File: src/rtl/if_fetch_ctrl.sv
// Instruction-fetch controller: owns the PC, shares the instruction-memory port
// between the boot loader and fetch, and drives the IF/ID register.
module if_fetch_ctrl #(
  parameter int          ADDR_W   = 7,
  parameter int unsigned RESET_PC = 0
) (
  input  logic              clk,
  input  logic              rst,
  input  logic              start,
  input  logic              load_en,
  input  logic [ADDR_W-1:0] load_adr,
  input  logic [31:0]       load_data,
  output logic [31:0]       im_adr,
  output logic              im_we,
  output logic [31:0]       im_wdata,
  input  logic [31:0]       im_is,
  input  logic              im_j,
  input  logic              stall,
  input  logic              br_taken,
  input  logic [ADDR_W-1:0] br_target,
  output logic [ADDR_W-1:0] if_pc,
  output logic [31:0]       if_is,
  output logic              if_valid,
  output logic [1:0]        state,
  output logic              halted
);

  typedef enum logic [1:0] {
    BOOT = 2'b00,
    RUN  = 2'b01,
    HALT = 2'b10
  } st_t;

  localparam logic [ADDR_W-1:0] RST_PC  = ADDR_W'(RESET_PC);
  localparam logic [31:0]       SYSCALL = 32'h0000_000C;

  st_t               st, st_n;
  logic [ADDR_W-1:0] pc, pc_n;
  logic [ADDR_W-1:0] if_pc_n;
  logic [31:0]       if_is_n;
  logic              if_valid_n;

  always_ff @(posedge clk) begin
    if (rst) begin
      st       <= BOOT;
      pc       <= RST_PC;
      if_pc    <= '0;
      if_is    <= '0;
      if_valid <= 1'b0;
    end else begin
      st       <= st_n;
      pc       <= pc_n;
      if_pc    <= if_pc_n;
      if_is    <= if_is_n;
      if_valid <= if_valid_n;
    end
  end

  always_comb begin
    st_n       = st;
    pc_n       = pc;
    if_pc_n    = if_pc;
    if_is_n    = if_is;
    if_valid_n = if_valid;
    unique case (st)
      BOOT: begin
        if_valid_n = 1'b0;
        if (start) begin
          st_n = RUN;
          pc_n = RST_PC;
        end
      end
      RUN: begin
        // A taken branch wins over stall: the fetch in flight is squashed.
        if (br_taken) begin
          pc_n       = br_target;
          if_valid_n = 1'b0;
        end else if (!stall) begin
          if_is_n    = im_is;
          if_pc_n    = pc;
          if_valid_n = 1'b1;
          pc_n       = im_j ? im_is[ADDR_W-1:0] : pc + 1'b1;
          if (im_is == SYSCALL) st_n = HALT;
        end
      end
      HALT: begin
        if_valid_n = 1'b0;
        if (start) begin
          st_n = RUN;
          pc_n = RST_PC;
        end
      end
      default: st_n = BOOT;
    endcase
  end

  always_comb begin
    if (st == BOOT) begin
      im_adr   = 32'(load_adr);
      im_we    = load_en;
      im_wdata = load_data;
    end else begin
      im_adr   = 32'(pc);
      im_we    = 1'b0;
      im_wdata = '0;
    end
  end

  assign state  = st;
  assign halted = (st == HALT);

endmodule

File: config.mk
export PLATFORM = sky130hd
export DESIGN_NAME = if_fetch_ctrl
export DESIGN_NICKNAME = d
export VERILOG_FILES = /design/src/rtl/if_fetch_ctrl.sv
export SDC_FILE = /design/constraint.sdc
export NUM_CORES = 1
export LEC_CHECK = 0
export ABC_CLOCK_PERIOD_IN_PS = 2200
export CAP_MARGIN = 20
export CELL_PAD_IN_SITES_DETAIL_PLACEMENT = 0
export CELL_PAD_IN_SITES_GLOBAL_PLACEMENT = 2
export CORE_ASPECT_RATIO = 0.6
export CORE_MARGIN = 5
export CORE_UTILIZATION = 17
export DETAILED_ROUTE_END_ITERATION = 8
export PLACE_DENSITY_LB_ADDON = 0.1
export SLEW_MARGIN = 20
export SYNTH_ARGS = -nofsm -noshare
export SYNTH_HDL_FRONTEND = slang
export SYNTH_SLANG_ARGS = --single-unit
File: constraint.sdc
create_clock -name clk -period 2.2 [get_ports clk]
set_input_delay 0.66 -clock clk [delete_from_list [all_inputs] [get_ports clk]]
set_output_delay 0.66 -clock clk [all_outputs]
set_load 0.02 [all_outputs]
==> flow_metrics.py <==
metrics = {
    "run_status": {
        "status": "completed",
    },
    "die": {
        "start_util_pct": 17.54,
        "dieArea_um2": 17730,
        "die_y_um": 105.2,
        "die_x_um": 168.6,
        "row_count": 34,
        "io_pins": 193,
        "fp.coreArea_um2": 14630,
    },
    "critical_path": {
        "crit_arrival_ns": 1.51,
        "crit_path_cell_trace": "clkdlybuf4s50_1 -> and2_1 -> clkdlybuf4s15_1",
        "crit_cells": 3,
        "startpoint_type": "input pin",
        "cp_max_fo": 1,
        "worstSetupEndpointType": "output port",
        "crit_path_top_delay_cell": "clkdlybuf4s50_1",
        "reg2reg_depth": 5,
        "crit_buf_inv": 2,
        "cp.required_ns": 1.54,
        "cp_slowest_stage_delay_ns": 0.44,
        "cpLargestDelayFamily": "buffers and inverters",
        "critPathKind": "input pin to output port",
    },
    "layout": {
        "regArea_um2": 982.2,
        "drive_gt1_share_pct": 18.25,
        "layout_common_cells": "clkdlybuf4s50_1 (124), nand2_1 (87), dfxtp_1 (48)",
        "antenna_cells": 0,
        "fin_nets": 611,
        "fillerInstances": 1603,
        "final_common_cell": "clkdlybuf4s50_1",
        "multi_input_area_um2": 1419,
        "areaGrowthSynthToFinish_pct": 82.25,
    },
    "route": {
        "first_pass_iters": 4,
        "vias": 2838,
        "drt-vias-per-instance": 3.920,
        "routed_wl_um": 11460,
        "drtIter0Drc": 135,
        "route.detailed.drc": 0,
        "drt-wirelength-per-cell_um": 15.82,
        "postRouteAntennaNets": 0,
    },
    "synth": {
        "synth_xor_area_share_pct": 0.3413,
        "yosys.area.top_type": "dfxtp_1",
        "async_flop_share_pct": 0,
        "synth_top_area_share_pct": 38.23,
        "syn_area_um2": 2566,
        "synthFlopType": "dfxtp_1",
        "synth_top_family_by_area": "simple AND/OR/NAND/NOR gates",
        "syn_area_per_cell_um2": 7.660,
        "synth-seq-cells": 49,
        "synth-edff-count": 0,
        "ys_types": 38,
        "synth_compound_area_share_pct": 16.38,
        "synth_warnings": 0,
        "synthAdderAreaFrac_pct": 0.4876,
        "muxShareOfSynthArea_pct": 3.852,
        "netlist_top_cells_area": "dfxtp_1 (38%), nand2_1 (13%), a21oi_1 (8.2%)",
        "netlist_instances": 335,
        "synth_simple_gate_area_share_pct": 29.21,
        "yosysSeqAreaShare_pct": 38.23,
    },
    "clock_tree": {
        "ctsHoldBuffers": 0,
        "numCtsBuffers": 5,
        "cts_root_buffer": "clkbuf_16",
        "clkTransAtPathRegs_ns": 0.07,
        "clk_latency_ns": 0.29,
        "clock_sinks": 49,
        "htree_num_levels": 2,
        "ctsLongestPathBuffers": 2,
        "cts_tree": "built",
    },
    "sta": {
        "rsz0062_at_grt": "no",
        "setup_viol": 0,
        "period_needed_ns": 2.168,
        "min_period_over_period_pct": 98.56,
        "finalHoldViolations": 0,
        "layout_setup_ws_ns": 0.03167,
        "slew-limit-headroom_pct": 66.58,
        "setup_tns_ns": 0,
        "worst_slew_pin_slew_ns": 0.5014,
        "fmax_mhz": 461.2,
        "maxSlewViolCount": 0,
        "fin_skew_ns": 0.004573,
    },
    "pwr": {
        "ir_worst_vdd_mv": 0.2418,
        "power_leakage_nw": 1.851,
        "power_density_nw_per_um2": 537.5,
        "total_power_mw": 2.514,
    },
    "grt": {
        "grt_pass1_wl_um": 17670,
        "grt_use_total_pct": 12.79,
        "antenna_found_initial": 0,
        "grt_max_degree": 44,
        "first_global_vias": 2820,
        "gr-total-overflow": 0,
    },
    "placement": {
        "pre_cts_ws_ns": -0.3448,
        "place_congestion": 0.7526,
        "port_buffers": 167,
        "dpl.hpwl_um": 9317,
    },
    "hold_path": {
        "min_delay_path_depth": 2,
        "holdCritPathClass": "register to register",
    },
    "flow_run": {
        "cap_violations": 0,
    },
}
## layer usage
layer	up-vias	track usage, %	routed length, um
li1	1454	-	-
met1	1293	19.42	6070
met2	86	17.93	4666
met3	5	4.189	686
met4	0	1.390	34
met5	-	0	0
## flip-flops by register name, summed over array words and instances, names as in the netlist
register	flops
if_is	32
if_pc	7
if_valid	1
pc	7
state	2
## stage by stage
stage | instance area (um^2) | hold WS [ns] | std cells | utilization [%]
global placement | 4593 | 0.4429 | 714 | 31.39
CTS | 4728 | 0.4580 | 724 | 32.31
finish | 4677 | 0.4546 | 724 | 31.96
detailed placement | 4593 | 0.4477 | 714 | 31.39
global route | 4677 | 0.4724 | 724 | 31.96
floorplan | 2656 | 0.4645 | 359 | -
## path summary, 6_finish.rpt
| kind | slack (ns) | end | startpoint |
|---|---|---|---|
| hold / removal | 0.45 | if_is[31] | if_is[31] |
| setup reg to reg | 0.48 | pc[4] | state[1] |
| hold reg to reg | 0.45 | if_is[31] | if_is[31] |
| setup / recovery | 0.03 | im_wdata[26] | load_data[26] |
## area by class of cell
class                      count  area share (%)
timing repair buffer         205           39.43
multi-input combinational    261           30.34
sequential                    49           21.00
tap                          198           5.297
clock buffer                   7           3.050
clock inverter                 1          0.6421
inverter                       3          0.2408
## synthesized netlist by cell type, types with 3 or more instances
library cell  count
nor3_1            4
buf_2             5
nor2b_1           3
dfxtp_1          49
o211ai_1          3
nand3_1           3
a21oi_1          42
nor2_1            7
nor4_1            7
buf_4            25
nand2b_1          6
inv_1             3
o21ai_0           6
mux2_2            7
a22o_1            3
clkbuf_1         15
and2_1           33
nand2_1          87
## cells by family (layout without fill, tap and decap cells)
group | Yosys count | in the layout
AOI/OAI and AO/OA | 68 | 68
xor gates and xnor gates | 1 | 1
adders and majority gates | 1 | 1
buffers and inverters | 49 | 216
DFF | 49 | 49
muxes | 9 | 9
other | 1 | 25
and+or+nand+nor | 157 | 157
## tightest hold or removal path, stage by stage, from the launching register on
cell     delay [ns]
dfxtp_1        0.31
nand2_1        0.05
a21oi_1        0.05
## power breakdown
part / internal (mW) / switching [mW] / leakage, nW
Clock: 0.569 / 0.345 / 0.0841
Sequential: 0.911 / 0.0152 / 0.397
Combinational: 0.332 / 0.341 / 1.37
Total: 1.81 / 0.702 / 1.85
## repair_timing
| item | CTS | global route |
|---|---|---|
| gates resized for setup | 126 | 24 |
| cloned | 1 | 0 |
| hold endpoints to repair | 0 | 0 |
| setup buffers | 1 | 0 |
| pin swaps | 1 | 0 |
| endpoints found under the setup margin | 43 | 23 |
Note: power is estimated with default switching activity, not from simulation.
==> RTL edit: new RTL, same settings <==
`ADDR_W`: 7 -> 8.
--- a/src/rtl/if_fetch_ctrl.sv
+++ b/src/rtl/if_fetch_ctrl.sv
@@ -1,7 +1,7 @@
 // Instruction-fetch controller: owns the PC, shares the instruction-memory port
 // between the boot loader and fetch, and drives the IF/ID register.
 module if_fetch_ctrl #(
-  parameter int          ADDR_W   = 7,
+  parameter int          ADDR_W   = 8,
   parameter int unsigned RESET_PC = 0
 ) (
   input  logic              clk,
Interface: changed (resized br_target, if_pc and load_adr); port bits go from 193 to 196. No check against the original RTL was run, so the function may have changed too.
==> RTL edit against the unedited design <==
  * Sequential share of layout area up 0.085 points
  * Area after synthesis up 3.4%
  * Clock power down 2%
  * Sequential cell count up 2
  * Setup slack better by 0.0031 ns
  * Combinational power up 5.3%
  * Global-route usage up 0.070 points
  * Count of clock-buffer cells in the layout down 1
  * Via count up 5.8%
  * Design area up 3.5%
  * Wire length up 5.4%
  * Power up 2.1%
  * Sequential power up 4.0%
  * Largest cell class unchanged
  * Largest power group unchanged
  * Highest routed layer unchanged
==> RTL edit: results (changes against the unedited design) <==
| Metric | Value |
|---|---|
| Met1 Use GR | 19.13% (was 19.42%) |
| Outcome | finished, final reports clean (unchanged) |
| DP HPWL | 9670 um (was 9317 um) |
| First-pass GRT wire length | 17,940 um (was 17,670 um) |
| GRT met3 Usage | 3.906% (was 4.189%) |
| Clk. pwr | 894 uW (was 914 uW) |
| Number of port buffers | 171 (was 167) |
| Largest cells by area after synthesis | dfxtp_1 (38%), nand2_1 (13%), a21oi_1 (8.5%) (was dfxtp_1 (38%), nand2_1 (13%), a21oi_1 (8.2%)) |
| Worst IR Drop VDD | 0.3186 mV (was 0.2418 mV) |
| Avg Inst Size Synth | 7.579 um^2 (was 7.660 um^2) |
| Met2 Track Usage GR | 18.56% (was 17.93%) |
| Power share of the clock group | 34.8% (was 36.4%) |
| Synth top cells by count | nand2_1 (92), dfxtp_1 (51), a21oi_1 (45) (was nand2_1 (87), dfxtp_1 (49), a21oi_1 (42)) |
| P_comb | 709 uW (was 673 uW) |
| Worst Setup EP | im_wdata[28] (was im_wdata[26]) |
| 1st-iter DRT viols | 151 (was 135) |
| GRT Util Overall | 12.86% (was 12.79%) |
| Worst rel slew slack | 62.96% (was 66.58%) |
| Cells on worst reg2reg path | 6 (was 5) |
| Pin count of the biggest net entering global routing | 47 (was 44) |
| Number of fill cells | 1,669 (was 1,603) |
| Worst R2R End | if_is[9] (was pc[4]) |
| Static leakage | 0.001870 uW (was 0.001851 uW) |
| Final GP Congestion | 0.7264 (was 0.7526) |
| Fraction of layout cells with a size suffix above 1 | 18.43% (was 18.25%) |
| R2R Setup Slk | 0.52 ns (was 0.48 ns) |
| Skew final | 0.002499 ns (was 0.004573 ns) |
| Biggest regs | if_is: 32 flops, if_pc: 8 flops, pc: 8 flops (was if_is: 32 flops, if_pc: 7 flops, pc: 7 flops) |
| Yosys cell types | 42 (was 38) |
| Int Pwr | 1830 uW (was 1812 uW) |
| DR vias/cell | 3.997 (was 3.920) |
| Fin cells | 751 (was 724) |
| Pre-CTS WS | -0.3959 ns (was -0.3448 ns) |
RTL edit: cell type report:
type / count / area [um^2] / share of cell area [%]
Inverter: 3 / 11.26 / 0.2326
Timing Repair Buffer: 212 / 1922 / 39.69
Tap cell: 203 / 254.0 / 5.245
Clock buffer: 6 / 128.9 / 2.662
Multi-Input combinational cell: 275 / 1475 / 30.47
Sequential cell: 51 / 1021 / 21.09
Clock inverter: 1 / 30.03 / 0.6202
RTL edit: metal layers:
| layer | vias up | wire, um | share of wire (%) |
|---|---|---|---|
| met4 | 0 | 76 | 0.63 |
| met5 | - | 0 | 0 |
| li1 | 1526 | - | - |
| met1 | 1388 | 6285 | 52 |
| met3 | 7 | 799 | 6.6 |
| met2 | 81 | 4917 | 41 |
RTL edit: repair_timing:
item | CTS | global route
pin swaps | 5 | 3
cloned | 1 | 0
setup endpoints to repair | 44 | 20
gates resized for setup | 123 | 25
buffers inserted | 1 | 0
RTL edit: worst min-delay path by stage:
stage | from | end | slack (ns) | depth (start not counted)
after floorplan | pc[7] | if_pc[7] | 0.46 | 2
after global placement | if_is[5] | if_is[5] | 0.44 | 2
after detailed placement | if_is[0] | if_is[0] | 0.45 | 2
after CTS | if_is[0] | if_is[0] | 0.46 | 2
after global routing | if_pc[2] | if_pc[2] | 0.47 | 2
final | if_is[0] | if_is[0] | 0.45 | 2
RTL edit: kinds of logic (layout without fill, tap and decap cells):
logic type	after synthesis	in the layout	synth area share, %
adders and majority gates	1	1	0.4716
AOI/OAI and AO/OA	76	76	16.84
muxes	8	8	3.302
buffers and inverters	47	222	10.19
and+or+nand+nor	165	165	30.24
other	1	24	0.1414
DFF	51	51	38.49
xor gates and xnor gates	1	1	0.3302
RTL edit: critical path: stages:
cell	delay, ns
clkdlybuf4s50_1	0.44
and2_1	0.10
clkdlybuf4s15_1	0.30
